--- src/rtl/down_counter_timer.sv ---
// Loadable down-counter timer with one-cycle terminal-count pulse.
// Supports one-shot (IDLE after expiry) and periodic (auto-reload) operation.
module down_counter_timer #(
    parameter int WIDTH = 4
) (
    input  logic             clk,
    input  logic             rst,
    input  logic             load,
    input  logic [WIDTH-1:0] load_val,
    input  logic             en,
    input  logic             auto_reload,
    output logic [WIDTH-1:0] count,
    output logic             busy,
    output logic             tc
);

    localparam logic [1:0] S_IDLE = 2'd0;
    localparam logic [1:0] S_RUN  = 2'd1;
    localparam logic [1:0] S_DONE = 2'd2;

    logic [1:0]       state_q, state_d;
    logic [WIDTH-1:0] count_q, count_d;
    logic [WIDTH-1:0] reload_q, reload_d;
    logic             tc_q, tc_d;

    always_comb begin
        state_d  = state_q;
        count_d  = count_q;
        reload_d = reload_q;
        tc_d     = 1'b0;
        if (load) begin
            // A load always restarts; any expiry pending this cycle is dropped.
            count_d  = load_val;
            reload_d = load_val;
            state_d  = (load_val != '0) ? S_RUN : S_IDLE;
        end else begin
            case (state_q)
                S_RUN: begin
                    if (en) begin
                        if (count_q == WIDTH'(1)) begin
                            tc_d = 1'b1;
                            if (auto_reload) begin
                                count_d = reload_q;
                            end else begin
                                count_d = '0;
                                state_d = S_DONE;
                            end
                        end else if (count_q != '0) begin
                            count_d = count_q - WIDTH'(1);
                        end
                    end
                end
                S_DONE: begin
                    count_d = '0;
                    state_d = S_IDLE;
                end
                default: begin
                    state_d = S_IDLE;
                end
            endcase
        end
    end

    always_ff @(posedge clk) begin
        if (rst) begin
            state_q  <= S_IDLE;
            count_q  <= '0;
            reload_q <= '0;
            tc_q     <= 1'b0;
        end else begin
            state_q  <= state_d;
            count_q  <= count_d;
            reload_q <= reload_d;
            tc_q     <= tc_d;
        end
    end

    assign count = count_q;
    assign busy  = (state_q == S_RUN);
    assign tc    = tc_q;

endmodule

--- config.mk ---
export PLATFORM = sky130hd
export DESIGN_NAME = down_counter_timer
export DESIGN_NICKNAME = d
export VERILOG_FILES = /design/src/rtl/down_counter_timer.sv
export SDC_FILE = /design/constraint.sdc
export NUM_CORES = 1
export LEC_CHECK = 0
export CORE_MARGIN = 10
export CORE_UTILIZATION = 35
export DETAILED_ROUTE_END_ITERATION = 12
export GPL_TIMING_DRIVEN = 0
export HOLD_SLACK_MARGIN = 0.08
export PLACE_DENSITY = 0.71
export SLEW_MARGIN = 20
export SYNTH_ARGS = -nofsm -noshare
export SYNTH_HDL_FRONTEND = slang
export SYNTH_SLANG_ARGS = --single-unit
--- constraint.sdc ---
create_clock -name clk -period 4.8 [get_ports clk]
set_input_delay 1.2 -clock clk [delete_from_list [all_inputs] [get_ports clk]]
set_output_delay 1.2 -clock clk [all_outputs]
set_load 0.005 [all_outputs]
==> out/summary.txt <==
Post-Route WL: 1589 um
Seq/Total Area, Yosys: 0.3629
RSZ-0062 raised after global routing: no
Kind of critical path: reg -> out
# Post-CTS Setup Buffers: 0
# IOs: 15
Fill count: 160
WL/cell: 15.43 um
Synthesized flop and latch total: 11
Netlist cell types: 29
Maximum VDD drop: 0.1664 mV
Final Slew Violations: 0
Clock Latency Late Sink: 280 ps
Initial Util: 0.3849
Final std cells w/o fill: 103
Critical Path Sink Type: output pin
DRT iter0 DRCs: 13
Synthesized area per cell: 8.795 sq um
Min setup slack post-route: 2067 ps
Flop pwr share: 0.468
Final Hold Viols: 0
Root Driver: clkbuf_4
Mapped Area: 606.8 sq um
Final period utilization: 0.5693
CTS tree: done
R2r worst-path depth: 6
First-pass GRT wire length: 2525 um
CP Launch Point: state_q[0]$_SDFFE_PP0P_
Fin area: 794.5 sq um
Worst hold path type: reg -> reg
Commonest cells after routing, fill and taps aside: clkdlybuf4s50_1, dfxtp_1, a21oi_1
Die area: 3799 sq um
Worst flop-to-flop path endpoint: count[1]$_SDFFE_PP0P_
Met2 usage: 0.1332
GR Util met1: 0.1089
Place WS: 2187 ps
Area growth from synthesis to layout: 30.93%
Placed insts: 99
Slowest stage delay, CP: 580 ps
Maximum root-to-sink buffer count: 2
Setup Skew: 1.961 ps
Tmin final: 2733 ps
Worst Path Arrival: 1530 ps
Final setup vio count: 0
P_sw: 63.68 uW
Comb pwr share: 0.228
Gr ovfl total: 0
# clock sinks: 11
Placed inst area: 767.0 sq um
Row Count: 14
Vias: 597
Most common cell after layout, fill and taps aside: clkdlybuf4s50_1
Synth warnings: 0
Switching part of the total: 0.2921
Antenna-violating nets left: 0
P_leak: 0.0003012 uW
Share of layout cells above drive strength 1: 0.1264
Worst-path clk slew: 80 ps
N_diodes: 0
CTS Hold Bufs: 0
Slew headroom: 0.6759
Vias in the first global route: 545
Die Wd: 61.64 um
# resized after CTS: 0
Worst flop-to-flop path startpoint: count[1]$_SDFFE_PP0P_
PD cells: 274.4 nW/um^2
Initial antenna violation count: 0
Worst-Margin Slew: 484.1 ps
Worst-path cell chain: nor2b_1 -> clkdlybuf4s50_1
Crit path max fanout: 5
Detail Placement HPWL: 1213 um
GR peak layer: met2
Pin count of the biggest net entering global routing: 11
Syn nets: 80
Die height: 61.64 um
Fmax: 365.9 MHz
Detailed-router iteration count before antenna repair: 4
Max Cap Violations: 0
DRC: 0
Type of origin of the critical path: register
R2r setup slk: 3010 ps
Core ar.: 1577 sq um
Clock share of power: 0.304
Worst EP required: 3600 ps
Slowest CP cell: clkdlybuf4s50_1
H-Tree Depth: 1
Via/cell ratio: 5.796
Buffers on Ports: 14
Total negative setup slack: 0 ps
Status: completed
Final RePlAce weighted congestion: 0.8620
Global Route Usage Sum: 0.09023
GR Util met3: 0.03704
Final net count: 99
Worst Setup EP: busy
Synth Instances: 69
P_int: 154.3 uW
CTS Buf Count: 3
-- layout make-up --
cell class                      count  area [sq um]  share of cell area
Clock inverter                      1         5.005            0.006299
Clock buffer                        3         22.52             0.02835
Inverter                            4         15.01             0.01890
Sequential cell                    11         220.2              0.2772
Tap cell                           16         20.02             0.02520
Timing Repair Buffer               14         140.1              0.1764
Multi-Input combinational cell     52         364.1              0.4583
Buffer                              2         7.507            0.009449
-- per-stage QoR --
step / util / hold slack [ps] / total power (uW)
floorplan: - / 445.0 / 131.9
global placement: 0.4865 / 456.7 / 153.0
detailed placement: 0.4865 / 459.6 / 154.0
CTS: 0.5040 / 472.8 / 219.5
global route: 0.5040 / 498.0 / 230.3
finish: 0.5040 / 473.2 / 218.0
-- synth_stat cells --
cell type  count  area share
xnor2_1        1       0.014
dfxtp_1       11        0.36
a221oi_1       1       0.014
nand3_1        1      0.0082
inv_1          4       0.025
a21boi_0       1       0.012
or4_1          1       0.012
nor2_1         4       0.025
and3_4         1       0.019
o21ba_2        1       0.016
nor4_2         1       0.021
nand2b_1       4       0.041
and3_1         3       0.031
ha_1           2       0.041
nor2b_1        1       0.010
or4b_4         1       0.023
clkbuf_1       2       0.012
nand3_2        1       0.016
nor3_1         5       0.041
nor3b_2        1       0.021
a21o_1         1       0.012
a211oi_1       3       0.037
a21oi_1        6       0.049
nand2_1        3       0.019
nand3b_1       1       0.012
nor3_2         1       0.016
nor4_1         2       0.021
mux2i_1        1       0.016
o31ai_1        4       0.049
-- per-layer routing --
layer / wire [um] / share of wire
met1: 756 / 0.48
met2: 689 / 0.43
met3: 101 / 0.064
met4: 40 / 0.025
met5: 0 / 0
-- cells by family after synthesis --
family | synth area share
simple gates | 0.3361
compound gates | 0.1918
flops | 0.3629
xor+xnor | 0.01444
fa+ha+maj | 0.04123
mux | 0.01650
buf+inv | 0.03711
-- registers in the layout, summed over array words and instances (netlist names) --
name      flops
tc            1
state_q       2
reload_q      4
count         4
-- critical path: cells and delay by family, from the launching register on --
| kind | cells | cell delay, ps |
|---|---|---|
| buffers and inverters | 1 | 580 |
| flip-flops | 1 | 320 |
| AND/OR/NAND/NOR | 1 | 350 |
-- power by group through the flow --
| stage | clock, uW | combinational [uW] | sequential, uW |
|---|---|---|---|
| after floorplan | 0 | 28.8 | 103 |
| after global placement | 0 | 49.1 | 104 |
| after CTS | 67.5 | 50.1 | 102 |
| after global routing | 72.2 | 55.0 | 103 |
| after detailed placement | 0 | 50.0 | 104 |
| final | 66.2 | 49.7 | 102 |
-- how the worst min path moves through the flow --
stage,to,depth (start not counted),start
floorplan,reload_q[0]$_SDFFE_PP0P_,2,reload_q[0]$_SDFFE_PP0P_
global placement,reload_q[2]$_SDFFE_PP0P_,2,reload_q[2]$_SDFFE_PP0P_
detailed placement,reload_q[0]$_SDFFE_PP0P_,2,reload_q[0]$_SDFFE_PP0P_
CTS,reload_q[0]$_SDFFE_PP0P_,2,reload_q[0]$_SDFFE_PP0P_
global route,reload_q[0]$_SDFFE_PP0P_,2,reload_q[0]$_SDFFE_PP0P_
finish,reload_q[0]$_SDFFE_PP0P_,2,reload_q[0]$_SDFFE_PP0P_
No activity file was read; power rests on OpenSTA's default activity.
